$ cat config.mk
export PLATFORM = sky130hd
export DESIGN_NAME = stabilizer_array_scheduler
export DESIGN_NICKNAME = d
export VERILOG_FILES = /design/src/rtl/stabilizer_array_scheduler.sv
export SDC_FILE = /design/constraint.sdc
export NUM_CORES = 1
export LEC_CHECK = 0
export BUFFER_PORTS_ARGS = -buffer_cell sky130_fd_sc_hd__buf_4
export CAP_MARGIN = 15
export CORE_MARGIN = 3
export CORE_UTILIZATION = 40
export CTS_CLUSTER_DIAMETER = 100
export DETAILED_ROUTE_END_ITERATION = 7
export PLACE_DENSITY = 0.68
export SKIP_LAST_GASP = 1
export SLEW_MARGIN = 10
export SYNTH_ARGS = -nofsm -noshare
export SYNTH_HDL_FRONTEND = slang
export SYNTH_SLANG_ARGS = --single-unit
$ cat constraint.sdc
create_clock -name clk -period 2.2 [get_ports clk]
set_input_delay 0.55 -clock clk [delete_from_list [all_inputs] [get_ports clk]]
set_output_delay 0.55 -clock clk [all_outputs]
set_load 0.05 [all_outputs]
$ cat src/rtl/stabilizer_array_scheduler.sv
// Stabilizer array scheduler: arbitrates four clients (cofactor load,
// canonical load, rotate-out, beta operation) for a NUM_QUBIT x NUM_QUBIT
// stabilizer register array and sequences the array control strobes.
//
// Ports
//   clk, rst           clock; asynchronous active-high reset
//   req_cof/cof_valid  cofactor load request / row available
//   req_can/can_valid  canonical load request / row available
//   req_out/out_ready  rotate-out request / consumer accepts bottom row
//   req_beta/beta_col  beta request / target column
//   shift_in_cof, shift_in_can, rotate_down, rotate_left   array strobes
//   grant              one-hot owner {beta,out,can,cof}, 0 when idle
//   done               one-cycle completion pulse
//   busy               grant != 0
//   array_full         array holds valid rows
module stabilizer_array_scheduler #(
  parameter int NUM_QUBIT = 4,
  localparam int CW = ($clog2(NUM_QUBIT) < 1) ? 1 : $clog2(NUM_QUBIT)
) (
  input  logic          clk,
  input  logic          rst,
  input  logic          req_cof,
  input  logic          cof_valid,
  input  logic          req_can,
  input  logic          can_valid,
  input  logic          req_out,
  input  logic          out_ready,
  input  logic          req_beta,
  input  logic [CW-1:0] beta_col,
  output logic          shift_in_cof,
  output logic          shift_in_can,
  output logic          rotate_down,
  output logic          rotate_left,
  output logic [3:0]    grant,
  output logic          done,
  output logic          busy,
  output logic          array_full
);

  localparam logic [CW:0] NQ = (CW+1)'(NUM_QUBIT);

  typedef enum logic [2:0] {
    IDLE,
    LOAD,
    ROTOUT,
    BETA_LEFT,
    BETA_DOWN,
    BETA_RESTORE,
    DONE
  } state_t;

  state_t        state_q, state_d;
  logic [CW:0]   cnt_q, cnt_d;
  logic [3:0]    grant_q, grant_d;
  logic          full_q, full_d;
  logic [CW-1:0] col_q, col_d;

  logic [CW:0]   cnt_inc;
  logic [CW:0]   col_mod;
  logic [CW:0]   restore_len;

  assign cnt_inc = cnt_q + 1'b1;
  // Only reduces anything when NUM_QUBIT is not a power of two.
  assign col_mod = {1'b0, beta_col} % NQ;
  // (NUM_QUBIT - col) mod NUM_QUBIT: column 0 needs no restoring shifts.
  assign restore_len = (col_q == '0) ? '0 : (NQ - {1'b0, col_q});

  always_ff @(posedge clk or posedge rst) begin
    if (rst) begin
      state_q <= IDLE;
      cnt_q   <= '0;
      grant_q <= '0;
      full_q  <= 1'b0;
      col_q   <= '0;
    end else begin
      state_q <= state_d;
      cnt_q   <= cnt_d;
      grant_q <= grant_d;
      full_q  <= full_d;
      col_q   <= col_d;
    end
  end

  always_comb begin
    state_d      = state_q;
    cnt_d        = cnt_q;
    grant_d      = grant_q;
    full_d       = full_q;
    col_d        = col_q;
    shift_in_cof = 1'b0;
    shift_in_can = 1'b0;
    rotate_down  = 1'b0;
    rotate_left  = 1'b0;
    done         = 1'b0;

    unique case (state_q)
      IDLE: begin
        // Unload/beta need a full array, loads need an empty one.
        if (full_q && req_out) begin
          grant_d = 4'b0100;
          cnt_d   = '0;
          state_d = ROTOUT;
        end else if (full_q && req_beta) begin
          grant_d = 4'b1000;
          cnt_d   = '0;
          col_d   = col_mod[CW-1:0];
          state_d = (col_mod == '0) ? BETA_DOWN : BETA_LEFT;
        end else if (!full_q && req_cof) begin
          grant_d = 4'b0001;
          cnt_d   = '0;
          state_d = LOAD;
        end else if (!full_q && req_can) begin
          grant_d = 4'b0010;
          cnt_d   = '0;
          state_d = LOAD;
        end
      end

      LOAD: begin
        shift_in_cof = grant_q[0] & cof_valid;
        shift_in_can = grant_q[1] & can_valid;
        if (shift_in_cof || shift_in_can) begin
          cnt_d = cnt_inc;
          if (cnt_inc == NQ) begin
            state_d = DONE;
            grant_d = '0;
            full_d  = 1'b1;
          end
        end
      end

      ROTOUT: begin
        rotate_down = out_ready;
        if (out_ready) begin
          cnt_d = cnt_inc;
          if (cnt_inc == NQ) begin
            state_d = DONE;
            grant_d = '0;
            full_d  = 1'b0;
          end
        end
      end

      BETA_LEFT: begin
        rotate_left = 1'b1;
        cnt_d       = cnt_inc;
        if (cnt_inc == {1'b0, col_q}) begin
          cnt_d   = '0;
          state_d = BETA_DOWN;
        end
      end

      BETA_DOWN: begin
        rotate_down = 1'b1;
        cnt_d       = cnt_inc;
        if (cnt_inc == NQ) begin
          cnt_d = '0;
          if (restore_len == '0) begin
            state_d = DONE;
            grant_d = '0;
          end else begin
            state_d = BETA_RESTORE;
          end
        end
      end

      BETA_RESTORE: begin
        rotate_left = 1'b1;
        cnt_d       = cnt_inc;
        if (cnt_inc == restore_len) begin
          cnt_d   = '0;
          state_d = DONE;
          grant_d = '0;
        end
      end

      DONE: begin
        done    = 1'b1;
        grant_d = '0;
        cnt_d   = '0;
        state_d = IDLE;
      end

      default: begin
        state_d = IDLE;
        grant_d = '0;
      end
    endcase
  end

  assign grant      = grant_q;
  assign busy       = |grant_q;
  assign array_full = full_q;

endmodule

# [Word level (Yosys, flattened, before mapping)]
# Cells that the tools add are included.
# W data, S select, Z words.
[totals] regBits=13 elab_cells=93
[op_classes] add_sub_neg=2 eq_ne=18 mux=45 n_bitwise=4 n_reduce_logical=19
[op_table] operator="$mux W3" n=21
[op_table] operator="$mux W4" n=10
[op_table] operator="$pmux W4 S6" n=1
[op_table] operator="$pmux W3 S7" n=1
[op_table] operator="$pmux W3 S6" n=1
[op_table] operator="$ne A2 B2 Y1 const B" n=8
[op_table] operator="$eq A3 B3 Y1 const B" n=4
[op_table] operator="$logic_not A3 Y1" n=3
[op_table] operator="$mux W1" n=8
[op_table] operator="$reduce_and A7 Y1" n=1
[op_table] operator="$reduce_bool A7 Y1" n=1
[op_table] operator="$eq A3 B2 Y1 const B" n=2
[op_table] operator="$reduce_and A6 Y1" n=1
[op_table] operator="$ne A5 B5 Y1 const B" n=1
[op_table] operator="$reduce_and A5 Y1" n=1
[op_table] operator="$logic_and A1 B1 Y1" n=4
[op_table] operator="$pmux W1 S2" n=2
[op_table] operator="$reduce_and A4 Y1" n=1
[op_table] operator="$reduce_or A4 Y1" n=1
[op_table] operator="$add A3 B1 Y3 const B" n=1
[op_table] operator="$eq A3 B1 Y1 const B" n=1
[op_table] operator="$eq A3 B2 Y1" n=1
[op_table] operator="$eq A3 B3 Y1" n=1
[op_table] operator="$reduce_and A3 Y1" n=1
[op_table] operator="other kinds (9)" n=11

# [Longest topological paths before layout]
[logic_depth] ltp_word=7 depth_mapped=7 mapped_depth_nobuf=7

# [Worst setup path after synthesis]
# Ideal clock, no wire load.
[synth_path] kind="register to output" start="register state_q[0]" end="output rotate_left" arrival_time_ns=2.038 t_required_ns=1.650 slack_ns=-0.388 stages_incl_launch_ff=4 path_buffers=2 path_cell_list="dfrtp_1 clkbuf_1 clkbuf_1 a21boi_0"
[synth_between] elab_chain_cells=3
[synth_rtl] item="from (decl)" line="52" rtl="state_t state_q, state_d;"
[synth_rtl] item="from (signal assigned)" line="76" rtl="state_q <= state_d;"
[synth_rtl] item="$eq A3 B3 Y1 / $eq A3 B2 Y1 (equally long branches)" line="96" rtl="unique case (state_q)"
[synth_rtl] item="$reduce_or A2 Y1 (no line) (*)"
[synth_rtl] item="$mux W1 (*)" line="96"
[synth_rtl] item="to (decl)" line="33" rtl="output logic rotate_left,"
# Mark *: on every way between the ends. The rest lies on a longest branch, timed or not.

# [Worst setup path after layout]
[layout_path] start="register state_q[1]" end="output rotate_down"
[layout_between] elab_chain_cells=2
[layout_rtl] item="$eq A3 B3 Y1 / $eq A3 B2 Y1 (equally long branches)" line="96"
[layout_rtl] item="$pmux W1 S2 (*)" line="96"
[layout_rtl] item="to (decl)" line="32" rtl="output logic rotate_down,"
# Marked as above.

==> qor.yml <==
status: "complete, no violations"
floorplan.initialDensity_pct: 44.20
wl_um: 2379
timing.setup.tns_ns: 0
dieHeight_um: 56.62
synth.yosys.seq_area_share_pct: 31.75
fillCellCount: 217
first_pass_grt_wire_length_um: 3960
drt-pass1-iter-count: 4
critical_path_required_ns: 1.65
top_level_ports: 22
final_setup_vio_count: 0
yosysWarningCount: 0
antenna-diode-count: 0
synthesis.instances: 119
cts_root_buffer: "sky130_fd_sc_hd__clkbuf_4"
clockBufferDepth: 2
route.detailed.drc: 0
crit_path_start_kind: "flip-flop"
place.detailed.instances: 166
slew-limit-headroom_pct: 64.56
drv.max_cap_violation_count: 0
ratio_of_cells_with_drive_above_1_in_the_final_layout_pct: 25.35
post_drt_wl_per_cell_um: 13.99
detailroute.wirelength.met3_um: 137
layout_commonest_cell: "sky130_fd_sc_hd__buf_4"
area_share_of_the_largest_cell_type_after_synthesis_pct: 31.75
critical_path_class: "reg2out"
growth_of_design_area_from_synthesis_to_finish_pct: 22.83
rsz_0062_raised_after_global_routing: "no"
timing.critical_path.max_delay_family: "flip-flops"
clock_skew_ns: 0.008037
worstHoldPathType: "in2async"
worst-path-buf-inv: 1
synth_top_area_cell: "sky130_fd_sc_hd__dfrtp_1"
detail_route.wirelength.met1_um: 1082
die_area_um2: 3205
design.core.area_um2: 2318
num_vias: 960
cellPowerDensity_nw_per_um2: 1521
clock_sinks: 13
critical_path.max_stage_delay_ns: 0.54
worst-path-max-fanout: 12
cts_tree: "done"
min_period_ns: 2.061
p_leak_uw: 0.0005669
globalRouteTotalUtil_pct: 15.55
timing.critical_path.slowest_stage_cell: "sky130_fd_sc_hd__dfrtp_1"
worst_skew_pair.late_latency_ns: 0.29
antenna_violating_nets_post_route: 0
fin_cells: 170
grt_start_max_net_pins: 16
most-common-layout-cells: "sky130_fd_sc_hd__buf_4, sky130_fd_sc_hd__dfrtp_1, sky130_fd_sc_hd__inv_1"
synthTopCellsByArea: "sky130_fd_sc_hd__dfrtp_1, sky130_fd_sc_hd__a32o_1, sky130_fd_sc_hd__ha_1, sky130_fd_sc_hd__inv_1, sky130_fd_sc_hd__a21oi_1"
cts_post_setup_buffers_inserted: 0
finalHoldViolCount: 0
worst_slew_pin_slew_ns: 0.5311
r2r_end: "state_q[2]$_DFFE_PP0P_"
drv_slew: 0
worst_reg2reg_startpoint: "col_q[0]$_DFFE_PP0P_"
numPortBuffers: 21
h_tree_level_count: 1
met2RoutedLength_um: 1111
first_global_vias: 889
clock.fmax_mhz: 485.3
ir_worst_vdd_mv: 0.9086
routability_driven_placement_congestion_ratio: 0.8198
place_hpwl_um: 1894
timing.critical_path.to_type: "output pin"
min_period_over_period_pct: 93.67
tritoncts.num_buffers: 3
worst_ep_arrival_time_ns: 1.51
gr-total-overflow: 0
ff2ff_path_depth: 7
fin_total_pwr_uw: 1915
post_synth.cell_area_avg_um2: 8.611
final_nets: 157
die_w_um: 56.62
synth.cell_area_um2: 1025
crit_path_cell_trace: "nor2b_1 > nand2_1 > a21oi_1 > buf_4"
number_of_flip_flops_and_latches_in_the_synthesized_netlist: 13
antenna_found_initial: 0
placement_rows: 17
initial_detailed_routing_violation_count: 44
worst-r2r-setup-slack_ns: 0.17
layout.core_utilization_pct: 54.29
yosys.cell_types.count: 42
synthesis.nets: 133
maxUsedRoutingLayer: "met4"
detail_route.vias_per_cell: 5.647
path_clk_slew_ns: 0.08
worst reg2reg max path, cell delays in order, from the launching register on:
cell and delay, ns:
sky130_fd_sc_hd__dfrtp_1 0.42, sky130_fd_sc_hd__inv_1 0.07, sky130_fd_sc_hd__ha_1 0.21, sky130_fd_sc_hd__and2b_1 0.21, sky130_fd_sc_hd__xnor2_1 0.15, sky130_fd_sc_hd__nor4_4 0.40
sky130_fd_sc_hd__o21ai_1 0.17, sky130_fd_sc_hd__o41ai_2 0.32
where the power goes:
part | internal [uW] | switching, uW
logic | 534 | 760
registers | 332 | 132
clock network | 70.7 | 85.9
total | 937 | 978
final cells by class:
cell class | instances | area [um^2] | area share (%)
inverters | 10 | 37.54 | 2.982
flip-flops and latches | 13 | 325.3 | 25.84
clock buffers | 4 | 26.28 | 2.087
multi-input cells | 90 | 646.9 | 51.39
repair buffers | 25 | 187.7 | 14.91
well taps | 28 | 35.03 | 2.783
synth_stat cells:
master,count
sky130_fd_sc_hd__o21ai_1,2
sky130_fd_sc_hd__nand2_1,5
sky130_fd_sc_hd__a21boi_0,1
sky130_fd_sc_hd__clkbuf_1,5
sky130_fd_sc_hd__dfrtp_1,13
sky130_fd_sc_hd__nor2b_1,3
sky130_fd_sc_hd__inv_1,10
sky130_fd_sc_hd__xor2_1,3
sky130_fd_sc_hd__nor2_1,7
sky130_fd_sc_hd__xnor2_1,3
sky130_fd_sc_hd__a211o_1,1
sky130_fd_sc_hd__a32o_1,4
sky130_fd_sc_hd__nor3b_1,2
sky130_fd_sc_hd__nand2b_1,4
sky130_fd_sc_hd__a211oi_1,1
sky130_fd_sc_hd__a22oi_1,1
sky130_fd_sc_hd__a2111oi_0,1
sky130_fd_sc_hd__a21oi_1,7
sky130_fd_sc_hd__o41ai_2,1
sky130_fd_sc_hd__buf_2,1
sky130_fd_sc_hd__a31oi_1,1
sky130_fd_sc_hd__o21ai_0,7
sky130_fd_sc_hd__and4_1,1
sky130_fd_sc_hd__ha_1,3
sky130_fd_sc_hd__mux2_2,3
sky130_fd_sc_hd__o21a_1,2
sky130_fd_sc_hd__a221oi_1,1
sky130_fd_sc_hd__or2b_2,1
sky130_fd_sc_hd__and3_1,3
sky130_fd_sc_hd__and2b_1,1
sky130_fd_sc_hd__a311oi_1,1
sky130_fd_sc_hd__nor4b_1,2
sky130_fd_sc_hd__o22ai_1,2
sky130_fd_sc_hd__o31ai_1,2
sky130_fd_sc_hd__a21o_1,1
sky130_fd_sc_hd__or4_1,1
sky130_fd_sc_hd__nand3_1,2
sky130_fd_sc_hd__nor3_1,5
sky130_fd_sc_hd__o311a_1,1
sky130_fd_sc_hd__nand3b_1,2
sky130_fd_sc_hd__nor4_4,1
sky130_fd_sc_hd__mux2i_1,1
through the flow:
step / hold slack, ns / area, um^2 / worst slack [ns]
after floorplan: 0.4270 / 1028 / 0.09274
after global placement: 0.5170 / 1227 / 0.2619
after detailed placement: 0.5247 / 1227 / 0.1859
after CTS: 0.3186 / 1254 / 0.05342
after global routing: 0.3384 / 1259 / 0.02954
final: 0.2909 / 1259 / 0.1393
timing repair:
action | in CTS | in global routing
gates resized for setup | 0 | 1
hold buffers | 0 | 0
endpoints found under the setup margin | 0 | 2
endpoints found under the hold margin | 0 | 0
flip-flops by register name (all words and copies together) (netlist names):
name        flops
grant           4
array_full      1
cnt_q           3
col_q           2
state_q         3
logic make-up after synthesis:
kind of cell	share of synthesized area [%]
AOI/OAI and AO/OA	25.40
muxes	4.273
xor gates and xnor gates	5.129
adders and majority gates	3.663
DFF	31.75
and+or+nand+nor	23.81
buffers and inverters	5.983
worst max-delay path by stage:
stage	start	end	slack, ns	cells after the start
finish	state_q[1]$_DFFE_PP0P_	rotate_down	0.14	4
global route	cnt_q[0]$_DFFE_PP0P_	array_full$_DFFE_PP0P_	0.03	5
CTS	state_q[2]$_DFFE_PP0P_	shift_in_cof	0.05	3
detailed placement	col_q[0]$_DFFE_PP0P_	state_q[2]$_DFFE_PP0P_	0.19	7
global placement	cnt_q[0]$_DFFE_PP0P_	state_q[0]$_DFFE_PP0P_	0.26	6
floorplan	state_q[1]$_DFFE_PP0P_	rotate_down	0.09	4
routing by layer:
layer / GRT usage, % / vias to the layer above
met4: 5.763 / 0
met2: 24.59 / 31
met3: 3.448 / 7
met1: 20.53 / 439
met5: 0 / -
li1: - / 483
Note: power is estimated with default switching activity, not from simulation.
